<file path="config.mk">
export PLATFORM = sky130hd
export DESIGN_NAME = memory_request_arbiter
export DESIGN_NICKNAME = d
export VERILOG_FILES = /design/src/rtl/memory_request_arbiter.sv
export SDC_FILE = /design/constraint.sdc
export NUM_CORES = 1
export LEC_CHECK = 0
export CORE_UTILIZATION = 43
export DETAILED_ROUTE_END_ITERATION = 8
export PLACE_DENSITY = 0.78
export SETUP_SLACK_MARGIN = 0.15
export SYNTH_ARGS = -nofsm -noshare
export SYNTH_HDL_FRONTEND = slang
export SYNTH_SLANG_ARGS = --single-unit
</file>
<file path="constraint.sdc">
create_clock -name CLK -period 6.2 [get_ports CLK]
set_input_delay 0.93 -clock CLK [delete_from_list [all_inputs] [get_ports CLK]]
set_output_delay 0.93 -clock CLK [all_outputs]
set_load 0.1 [all_outputs]
</file>
<file path="src/rtl/memory_request_arbiter.sv">
// Arbitrates instruction and data requesters onto one single-port RAM.
// Data has priority, bounded by an anti-starvation streak; each access has a watchdog timeout.
module memory_request_arbiter #(
  parameter int ADDR_W  = 32,
  parameter int DATA_W  = 32,
  parameter int TIMEOUT = 255
) (
  input  logic              CLK,
  input  logic              RST,
  input  logic              iREN,
  input  logic [ADDR_W-1:0] iaddr,
  input  logic              dREN,
  input  logic              dWEN,
  input  logic [ADDR_W-1:0] daddr,
  input  logic [DATA_W-1:0] dstore,
  output logic              ihit,
  output logic [DATA_W-1:0] iload,
  output logic              dhit,
  output logic [DATA_W-1:0] dload,
  output logic              ramREN,
  output logic              ramWEN,
  output logic [ADDR_W-1:0] ramaddr,
  output logic [DATA_W-1:0] ramstore,
  input  logic [DATA_W-1:0] ramload,
  input  logic              ramready,
  output logic              busy,
  output logic              err
);

  typedef enum logic [1:0] {
    IDLE = 2'd0,
    IACC = 2'd1,
    DACC = 2'd2,
    RESP = 2'd3
  } state_t;

  localparam logic [7:0] LP_LAST_CYC = 8'(TIMEOUT - 1);

  state_t            r_state;
  logic [7:0]        r_cnt;
  logic [1:0]        r_dgrants;
  logic              r_wen;
  logic [ADDR_W-1:0] r_addr;
  logic [DATA_W-1:0] r_store;
  logic              r_ramren;
  logic              r_ramwen;
  logic              r_ihit;
  logic              r_dhit;
  logic              r_busy;
  logic              r_err;
  logic [DATA_W-1:0] r_iload;
  logic [DATA_W-1:0] r_dload;

  logic w_dreq;
  logic w_grant_d;
  logic w_timeout;
  logic w_done;

  // Data wins unless it has already taken two grants in a row past a waiting fetch.
  assign w_dreq    = dREN | dWEN;
  assign w_grant_d = w_dreq && !(iREN && (r_dgrants == 2'd2));
  assign w_timeout = (r_cnt == LP_LAST_CYC);
  assign w_done    = ramready || w_timeout;

  // NOTE: every state element uses <= so all registers update together at the edge.
  always_ff @(posedge CLK or posedge RST) begin
    if (RST) begin
      r_state   <= IDLE;
      r_cnt     <= '0;
      r_dgrants <= '0;
      r_wen     <= 1'b0;
      r_addr    <= '0;
      r_store   <= '0;
      r_ramren  <= 1'b0;
      r_ramwen  <= 1'b0;
      r_ihit    <= 1'b0;
      r_dhit    <= 1'b0;
      r_busy    <= 1'b0;
      r_err     <= 1'b0;
      r_iload   <= '0;
      r_dload   <= '0;
    end else begin
      r_ihit <= 1'b0;
      r_dhit <= 1'b0;
      case (r_state)
        IDLE: begin
          if (w_grant_d) begin
            r_addr    <= daddr;
            r_store   <= dstore;
            r_wen     <= dWEN;
            r_ramren  <= !dWEN;
            r_ramwen  <= dWEN;
            r_cnt     <= '0;
            r_dgrants <= iREN ? (r_dgrants + 2'd1) : 2'd0;
            r_busy    <= 1'b1;
            r_state   <= DACC;
          end else if (iREN) begin
            r_addr    <= iaddr;
            r_wen     <= 1'b0;
            r_ramren  <= 1'b1;
            r_ramwen  <= 1'b0;
            r_cnt     <= '0;
            r_dgrants <= 2'd0;
            r_busy    <= 1'b1;
            r_state   <= IACC;
          end
        end
        IACC, DACC: begin
          if (w_done) begin
            r_ramren <= 1'b0;
            r_ramwen <= 1'b0;
            // A ready on the final counted cycle still wins over the timeout.
            if (!ramready) r_err <= 1'b1;
            if (r_state == IACC) begin
              r_iload <= ramready ? ramload : '1;
              r_ihit  <= 1'b1;
            end else begin
              if (!r_wen) r_dload <= ramready ? ramload : '1;
              r_dhit <= 1'b1;
            end
            r_state <= RESP;
          end else begin
            r_cnt <= r_cnt + 8'd1;
          end
        end
        RESP: begin
          r_busy  <= 1'b0;
          r_state <= IDLE;
        end
        default: r_state <= IDLE;
      endcase
    end
  end

  assign ihit     = r_ihit;
  assign dhit     = r_dhit;
  assign iload    = r_iload;
  assign dload    = r_dload;
  assign ramREN   = r_ramren;
  assign ramWEN   = r_ramwen;
  assign ramaddr  = r_addr;
  assign ramstore = r_store;
  assign busy     = r_busy;
  assign err      = r_err;

endmodule

</file>
==> flow_summary.json <==
{
  "slowest_stage": "clkdlybuf4s50_1",
  "ant_nets": 0,
  "layout-drive-gt1-share": 0.106,
  "synthesis.area_mm2": 0.00628,
  "hpwlAfterDp_um": 12300,
  "grt_pass1_wl_um": 25500,
  "final_max_slew_viol_count": 0,
  "crit_type": "reg -> out",
  "finalCritPeriodShare": 0.469,
  "yosysWarnings": 0,
  "status": "finished clean",
  "min_period_ps": 2910,
  "fin_nets": 890,
  "drtIter0Drc": 243,
  "clkLatencyLatePin_ps": 410,
  "endpoint_kind": "output pin",
  "synth_seq_cells": 147,
  "io_pins": 268,
  "synth_cell_types": 45,
  "crit-reg2reg-launch": "r_state[1]",
  "port_buffers": 267,
  "drv_cap": 0,
  "hp-class": "reg -> reg",
  "cts_tree": "done",
  "final_hold_viol_count": 0,
  "crit_fanout": 3,
  "route.detailed.drc": 0,
  "hold_end": "err",
  "r2r_slack_ps": 3320,
  "r2r_cells": 6,
  "die_y_um": 123,
  "wirelength_um": 16900,
  "fillers": 1046,
  "path_buf_inv": 1,
  "grt_overflow": 0,
  "synth.top_cell.area_share": 0.586,
  "worstReg2RegEnd": "dload[28]",
  "final.setup.tns_ps": 0,
  "dr_total_vias": 4943,
  "start_util": 0.447,
  "cp_num_cells": 1,
  "root_buffer": "clkbuf_16",
  "place.gp.congestion": 0.756,
  "htreeDepth": 4,
  "viasPerCell": 5.25,
  "post_cts_resized": 0,
  "cts_made_buffers": 17,
  "min_from": "err",
  "cts_hold_buf": 0,
  "diodes": 0,
  "syn_nets": 637,
  "synth_edf_count": 0,
  "syn_inst": 496,
  "relSlewSlack": 0.208,
  "syn_to_final_growth_pct": 53.3,
  "regArea_mm2": 0.00368,
  "rows": 43,
  "grt_max_degree": 101,
  "crit_family": "buffers and inverters",
  "synth_area_leaders": "dfrtp_1, mux2_2, mux2i_1",
  "holdPathStages": 1,
  "yosysTopAreaCell": "dfrtp_1",
  "antenna_found_initial": 0,
  "die_w_um": 123,
  "path_clk_slew_ps": 60,
  "post_cts_buffers": 0,
  "core-area_mm2": 0.0140,
  "crit_required_ps": 5270,
  "multiInputGateArea_mm2": 0.00238,
  "path_cells": "clkdlybuf4s50_1",
  "grtUsageTotal": 0.226,
  "postSynthAreaPerCell_um2": 12.7,
  "clock_sinks": 147,
  "first_pass_iters": 5,
  "worst_pin_slew_ps": 1190,
  "wl_per_cell_um": 18.0,
  "grt_pass1_vias": 5041,
  "arrival_ps": 1980,
  "setup_viol": 0,
  "fmax_ghz": 0.344,
  "max_stage_delay_ps": 1200,
  "fin_worst_skew_ps": 3.82,
  "synthFlopType": "dfrtp_1",
  "synthArstFlopShare": 1.00,
  "cts.path.max_buffers": 2,
  "rsz0062_at_grt": "false",
  "critPathLaunchType": "flop",
  "dieArea_mm2": 0.0151,
  "ys_seq_area_frac": 0.586
}
-- cell usage in the layout, fill, tap and decap left out, drive strengths merged, types with 2 or more instances in the layout --
cell type,n
clkinv,6
nor2,6
nand2,42
a21oi,2
clkinvlp,2
clkdlybuf4s50,267
nand3,6
clkbuf,20
o22a,31
mux2,34
inv,8
nor3b,2
o21ai,37
dfrtp,147
a21o,7
o41ai,2
nor3,3
nand4b,31
o21a,34
nand2b,3
mux2i,35
ha,7
nor2b,2
nor4,2
a221o,2
buf,5
bufinv,3
-- logic make-up after synthesis --
group | Yosys count | synth area share
adders and majority gates | 7 | 0.0140
AOI/OAI and AO/OA | 123 | 0.145
muxes | 69 | 0.117
and+or+nand+nor | 104 | 0.102
DFF | 147 | 0.586
buffers and inverters | 46 | 0.0363
-- through the flow --
step                std cells  instance area [µm²]  utilization  hold WS [ps]  setup WS [ps]
floorplan                 496                 6280            -           450           1320
global placement          910                 9030        0.643           443           2970
detailed placement        910                 9030        0.643           447           2860
CTS                       941                 9620        0.685           467           3250
global route              941                 9620        0.685           491           3100
finish                    941                 9620        0.685           466           3290
-- synth_stat cells (2+ instances only) --
library cell and number:
nand3_1 6, nor3_1 2, a221o_1 2, nand2_1 41
dfrtp_1 147, buf_2 8, nand4b_1 31, nor2b_1 2
o41ai_1 2, a21o_1 7, mux2i_1 35, mux2_2 34
inv_1 8, nor2_1 5, a21oi_1 2, buf_4 10
nor3b_1 2, o21ai_0 36, o22a_1 31, nand2b_1 3
nor4_1 2, ha_1 7, o21a_1 33, clkbuf_1 19
-- per-layer routing --
metal  global-route usage  share of wire
met5                    0              0
met3                0.107           0.11
met1                0.244           0.38
met2                0.388           0.50
met4               0.0724          0.015
-- area by class of cell --
cell class / count / share of cell area
Timing Repair Buffer: 272 / 0.282
Tap cell: 180 / 0.0234
Clock buffer: 20 / 0.0475
Inverter: 8 / 0.00364
Sequential cell: 147 / 0.382
Multi-Input combinational cell: 303 / 0.247
Clock inverter: 11 / 0.0140
-- flip-flops by register name, indices dropped and copies added (netlist names) --
signal     count
iload         32
ramWEN         1
r_dgrants      2
r_state        2
dload         32
ramREN         1
dhit           1
ihit           1
ramstore      32
err            1
busy           1
ramaddr       32
r_wen          1
r_cnt          8
-- how the worst max path moves through the flow --
stage | from | endpoint | slack [ps]
floorplan | RST | busy | 1320
global placement | iREN | ramstore[28] | 2970
detailed placement | iREN | ramstore[0] | 2860
CTS | ramWEN | ramWEN | 3250
global route | r_state[1] | dload[28] | 3100
finish | ramWEN | ramWEN | 3290
Power is left out: the tool's default activity adds up to more than one toggle a clock period on the data nets, which glitch-free logic cannot reach.
